<file path="src/rtl/instruction_fetch_if.sv">
// Fetch-to-decode handshake: head of the fetch buffer offered as {pc, instruction}
// under valid/ready. Fetch is the master, decode the slave.
interface instruction_fetch_if;
  logic        if_valid;
  logic        if_ready;
  logic [31:0] if_pc;
  logic [31:0] if_instruction;

  modport master (output if_valid, output if_pc, output if_instruction, input if_ready);
  modport slave  (input if_valid, input if_pc, input if_instruction, output if_ready);
endinterface

</file>
<file path="src/rtl/instruction_fetch.sv">
// Fetch unit: owns the PC, issues to a 1-cycle instruction memory and queues
// responses in a 2-entry buffer. Optional macro IFETCH_ALIGN_CHECK_EN enables misaligned-redirect faults.
module instruction_fetch #(
  parameter logic [31:0] RESET_PC = 32'h0000_0000
) (
  input  logic                       clk,
  input  logic                       rst,
  output logic [31:0]                imem_address,
  input  logic [31:0]                imem_instruction,
  input  logic                       redirect_valid,
  input  logic [31:0]                redirect_pc,
  instruction_fetch_if.master        dec,
  output logic                       fault
);

  localparam logic [31:0] NOP = 32'h0000_0013;

  logic [31:0] pc_req;
  logic        inflight;
  logic [31:0] tag;
  logic        v0, v1;
  logic [31:0] p0, i0, p1, i1;
  logic        n_v0, n_v1;
  logic [31:0] n_p0, n_i0, n_p1, n_i1;
  logic        pop, push, issue, faulted;
  logic [1:0]  occ;
  logic [31:0] target;

`ifdef IFETCH_ALIGN_CHECK_EN
  logic fault_q;
  assign faulted = fault_q;
  assign fault   = fault_q;
  assign target  = redirect_pc;
`else
  assign faulted = 1'b0;
  assign fault   = 1'b0;
  assign target  = redirect_pc & ~32'h0000_0003;
`endif

  assign pop  = v0 && dec.if_ready;
  assign push = inflight && !redirect_valid;
  // Buffered entries plus the one in flight must leave room after this cycle's pop.
  assign occ   = 2'(v0) + 2'(v1) + 2'(inflight);
  assign issue = !redirect_valid && !faulted && ({1'b0, occ} < (3'd2 + {2'b00, pop}));

  assign imem_address       = pc_req;
  assign dec.if_valid       = v0;
  assign dec.if_pc          = p0;
  assign dec.if_instruction = i0;

  // Shift-style FIFO: slot 0 is always the head and holds {0, NOP} when empty.
  always_comb begin
    n_v0 = v0;
    n_v1 = v1;
    n_p0 = p0;
    n_i0 = i0;
    n_p1 = p1;
    n_i1 = i1;
    if (pop) begin
      n_v0 = v1;
      n_p0 = v1 ? p1 : 32'h0;
      n_i0 = v1 ? i1 : NOP;
      n_v1 = 1'b0;
      n_p1 = 32'h0;
      n_i1 = NOP;
    end
    if (push) begin
      if (!n_v0) begin
        n_v0 = 1'b1;
        n_p0 = tag;
        n_i0 = imem_instruction;
      end else begin
        n_v1 = 1'b1;
        n_p1 = tag;
        n_i1 = imem_instruction;
      end
    end
    if (redirect_valid) begin
      n_v0 = 1'b0;
      n_v1 = 1'b0;
      n_p0 = 32'h0;
      n_i0 = NOP;
      n_p1 = 32'h0;
      n_i1 = NOP;
    end
  end

  always_ff @(posedge clk or negedge rst) begin
    if (!rst) begin
      pc_req   <= RESET_PC;
      inflight <= 1'b0;
      tag      <= 32'h0;
      v0       <= 1'b0;
      v1       <= 1'b0;
      p0       <= 32'h0;
      i0       <= NOP;
      p1       <= 32'h0;
      i1       <= NOP;
    end else begin
      v0       <= n_v0;
      v1       <= n_v1;
      p0       <= n_p0;
      i0       <= n_i0;
      p1       <= n_p1;
      i1       <= n_i1;
      inflight <= issue;
      if (issue)
        tag <= pc_req;
      if (redirect_valid)
        pc_req <= target;
      else if (issue)
        pc_req <= pc_req + 32'd4;
    end
  end

`ifdef IFETCH_ALIGN_CHECK_EN
  // Sticky until the next redirect; an aligned redirect clears it and resumes fetch.
  always_ff @(posedge clk or negedge rst) begin
    if (!rst)
      fault_q <= 1'b0;
    else if (redirect_valid)
      fault_q <= (redirect_pc[1:0] != 2'b00);
  end
`endif

endmodule

</file>
<file path="src/flat_wrapper.sv">
// flat-port wrapper written by rule: the top's interface ports become plain ports
module instruction_fetch_flat 
#(
  parameter logic [31:0] RESET_PC = 32'h0000_0000
)
  (clk, rst, imem_address, imem_instruction, redirect_valid, redirect_pc, fault, dec_if_valid, dec_if_pc, dec_if_instruction, dec_if_ready);
  instruction_fetch_if dec_i ();
  input  logic clk;
  input  logic rst;
  output logic [31:0] imem_address;
  input  logic [31:0] imem_instruction;
  input  logic redirect_valid;
  input  logic [31:0] redirect_pc;
  output logic fault;
  output wire logic [$bits(dec_i.if_valid)-1:0] dec_if_valid;
  output wire logic [$bits(dec_i.if_pc)-1:0] dec_if_pc;
  output wire logic [$bits(dec_i.if_instruction)-1:0] dec_if_instruction;
  input wire logic [$bits(dec_i.if_ready)-1:0] dec_if_ready;
  assign dec_if_valid = dec_i.if_valid;
  assign dec_if_pc = dec_i.if_pc;
  assign dec_if_instruction = dec_i.if_instruction;
  assign dec_i.if_ready = dec_if_ready;
  instruction_fetch #(.RESET_PC(RESET_PC)) u_core (.clk(clk), .rst(rst), .imem_address(imem_address), .imem_instruction(imem_instruction), .redirect_valid(redirect_valid), .redirect_pc(redirect_pc), .dec(dec_i), .fault(fault));
endmodule
</file>
<file path="config.mk">
export PLATFORM = sky130hd
export DESIGN_NAME = instruction_fetch_flat
export DESIGN_NICKNAME = d
export VERILOG_FILES = /design/src/rtl/instruction_fetch_if.sv /design/src/rtl/instruction_fetch.sv /design/src/flat_wrapper.sv
export SDC_FILE = /design/constraint.sdc
export NUM_CORES = 1
export LEC_CHECK = 0
export CAP_MARGIN = 10
export CORE_ASPECT_RATIO = 0.8
export CORE_UTILIZATION = 53
export CTS_CLUSTER_SIZE = 20
export DETAILED_ROUTE_END_ITERATION = 12
export PLACE_DENSITY = 0.89
export RECOVER_POWER = 50
export SYNTH_ARGS = -nofsm -noshare
export SYNTH_HDL_FRONTEND = slang
export SYNTH_SLANG_ARGS = --single-unit
</file>
<file path="constraint.sdc">
create_clock -name clk -period 3.1 [get_ports clk]
set_input_delay 0.62 -clock clk [delete_from_list [all_inputs] [get_ports clk]]
set_output_delay 0.62 -clock clk [all_outputs]
set_load 0.03 [all_outputs]
</file>
==> run metrics <==
status=complete, but fails checks; violated checks=capacitance limit, slew limit; GR Overflow Total=0; Power, Total=6.17 mW; Mapped Cells=944; Max stage delay on crit path=0.63 ns; Max VDD drop=0.423 mV; Die Y=118 µm; Comb pwr share=17.6%; WP buf/inv=1; DP Worst Slack=0.284 ns; worst skew pair latency=0.43 ns; min cycle time layout=2.74 ns; CTS Sinks=191; top post-synthesis cells by area=dfrtp_1, nand3_1, nand2_1; Setup TNS=0 ns; Final Routed Wirelength=24500 µm; ANT cells=0; Syn-to-layout area delta=26.4%; clock power share=35.5%; initial antenna violation count=0; global-route wire length before repair=39500 µm; Root Driver=clkbuf_16; CP cell instances=inv_1 > fa_1 > a31o_1 > nand3_1 > or4_1 > a31oi_1; register share of total power=46.9%; area share of the largest cell type after synthesis=51.9%; post-detail-place hpwl=15000 µm; CTS tree=done; number of enable flip-flop cells after synthesis=0; Seq/Total Area, Yosys=53.6%; crit-path leading delay family=simple AND/OR/NAND/NOR gates; Synth Warn #=0; H-tree depth=4; # rows=42; share of cells above drive strength 1=9.88%; final worst slack=0.364 ns; Post-Syn Area per Cell=9.45 µm²; CP Capture Type=flip-flop; Most used DFF post-synth=dfrtp_1; largest area contributor in the netlist=dfrtp_1; critical path type=reg -> reg; slowest cell on the critical path=or4_1; final hold violation count=0; clock tree buffer depth=2; static leakage=4.48 nW; worst slew pin tran=1.68 ns; width of the die=147 µm; crit path DAT=3.09 ns; RSZ-0062 raised after global routing=no; clk_skew=0.00855 ns; first drt pass iteration count=5; startpoint types=flip-flop; Async S/R FF share, synth=100%; Worst-path clk slew=0.07 ns; CP max FO=9; Internal Dissipation=4.35 mW; input/output buffers=160; CTS Buf Count=17; Via Count=8053; antenna-violating nets left=0; Post-CTS Resized=0; DRT iter0 DRCs=844; io pins=166; mapped cell area=8920 µm²; largest net degree at the start of global routing=83; Die ar.=17400 µm²; max frequency=0.365 GHz; Unique masters post-synth=53; Critical Path RT=3.45 ns; DRC Markers=0; post-CTS setup buffers=0; Avg Vias per Cell=6.23; number of global-route vias before repair=7587; post-synthesis sequential element count=191; CORE AREA=16500 µm²; NetSw=1.82 mW; Initial Util=54.1%; cts hold-fix bufs=0; Global Route Usage Sum=28.7%; Pins Over Slew Limit=64; total of max-cap violations=1; post-route cell area=11300 µm²; Final setup viols=0; period utilization=88.3%; sw frac=29.6%; pwr dens=547 nW/µm²; Hold Crit Class=reg -> reg; RePlAce Congestion=0.886; Post-DP Area=10700 µm²; Worst slew margin=-12.3%; routed len/inst=18.9 µm; Net count, final=1130
-- cell families (layout without fill, tap and decap cells) --
group                      count (synthesis)  after routing  synth area share, %
adders and majority gates                  2              2                0.365
and+or+nand+nor                          423            423                 22.3
muxes                                     31             31                 3.90
AOI/OAI and AO/OA                        189            189                 14.3
DFF                                      191            191                 53.6
xor gates and xnor gates                  11             11                 1.08
other                                      1              3               0.0420
buffers and inverters                     96            223                 4.43
-- metrics by stage --
stage          hold WS, ns  util (%)  cells
2_1_floorplan        0.324         -    946
3_3_place_gp         0.482      64.9   1261
3_5_place_dp         0.484      64.9   1261
4_1_cts              0.190      68.5   1293
5_1_grt              0.528      68.4   1293
6_report             0.501      68.4   1293
-- Yosys cell counts, types with 4 or more instances --
cell / n
a21oi_1: 69
xnor2_1: 6
o31a_1: 4
nor2_1: 72
inv_1: 6
nor3_1: 9
nand2b_1: 4
nor2b_1: 4
clkbuf_1: 67
a311oi_1: 50
dfrtp_1: 185
nand4_1: 10
nor4_1: 8
and3_1: 4
or4_1: 12
buf_2: 10
nand3_1: 132
buf_1: 8
mux2_2: 30
xor2_1: 5
dfstp_2: 6
a22o_1: 9
nand2_1: 149
a31oi_1: 13
buf_4: 4
o31ai_1: 11
o21ai_0: 18
-- power by group through the flow --
stage	clock (mW)	sequential (mW)	combinational [mW]
after floorplan	0	3.06	0.427
after global placement	0	2.92	1.07
after detailed placement	0	2.93	1.09
after CTS	2.22	2.89	1.10
after global routing	2.32	2.91	1.16
final	2.19	2.89	1.09
-- worst paths after layout --
kind | start | end | slack [ns] | cells after the start
min reg2reg | u_core.i1[30] | u_core.i1[30] | 0.50 | 2
max | u_core.v1 | u_core.imem_address[24] | 0.36 | 6
min | u_core.i1[30] | u_core.i1[30] | 0.50 | 2
min in group asynchronous | rst | u_core.dec.if_instruction[27] | 0.62 | 1
max reg2reg | u_core.v1 | u_core.imem_address[24] | 0.36 | 6
max in group asynchronous | rst | u_core.dec.if_instruction[3] | 0.77 | 2
-- layout make-up --
type	count	area (µm²)
clock buffer	20	447
clock inverter	12	138
fill	1253	5220
inverter	6	22.5
multi-input combinational	659	3780
sequential	191	4790
tap	220	275
timing repair buffer	185	1830
-- per-layer routing --
| layer | part of all wire, % | track usage [%] | vias to the layer above |
|---|---|---|---|
| li1 | - | - | 3631 |
| met1 | 43 | 40.9 | 3987 |
| met2 | 48 | 43.9 | 393 |
| met3 | 6.9 | 5.78 | 42 |
| met4 | 2.0 | 9.73 | 0 |
| met5 | 0 | 0 | - |
-- placed cells by master (no fill, tap or decap), types with 3 or more instances in the layout --
master / n
dfrtp_1: 184
nand2_1: 148
nand3_1: 131
clkdlybuf4s50_1: 129
nor2_1: 71
a21oi_1: 68
a311oi_1: 50
mux2_2: 30
dlygate4sd3_1: 29
o21ai_0: 18
buf_4: 18
clkbuf_16: 17
a31oi_1: 13
or4_1: 12
o31ai_1: 11
nand4_1: 10
nor3_1: 9
a22o_1: 9
nor4_1: 8
inv_1: 6
xnor2_1: 6
dfstp_2: 6
xor2_1: 5
clkinv_4: 5
buf_12: 5
nor2b_1: 4
nand2b_1: 4
o31a_1: 4
clkbuf_1: 4
nand3_2: 3
and3_1: 3
o311ai_0: 3
a211oi_1: 3
and4_1: 3
nor4b_1: 3
conb_1: 3
-- worst register-to-register path, cell delays in order (launching register included) --
cell and delay [ns]:
dfrtp_2 0.36, inv_1 0.09, fa_1 0.57, a31o_1 0.43
nand3_1 0.41, or4_1 0.63, a31oi_1 0.17
-- state kept, by name, indices dropped and copies added, names as in the netlist --
register / flops
u_core.dec.if_instruction: 32
u_core.dec.if_pc: 32
u_core.i1: 32
u_core.p1: 32
u_core.imem_address: 30
u_core.tag: 30
u_core.dec.if_valid: 1
u_core.inflight: 1
u_core.v1: 1
No activity file was read; power rests on OpenSTA's default activity.
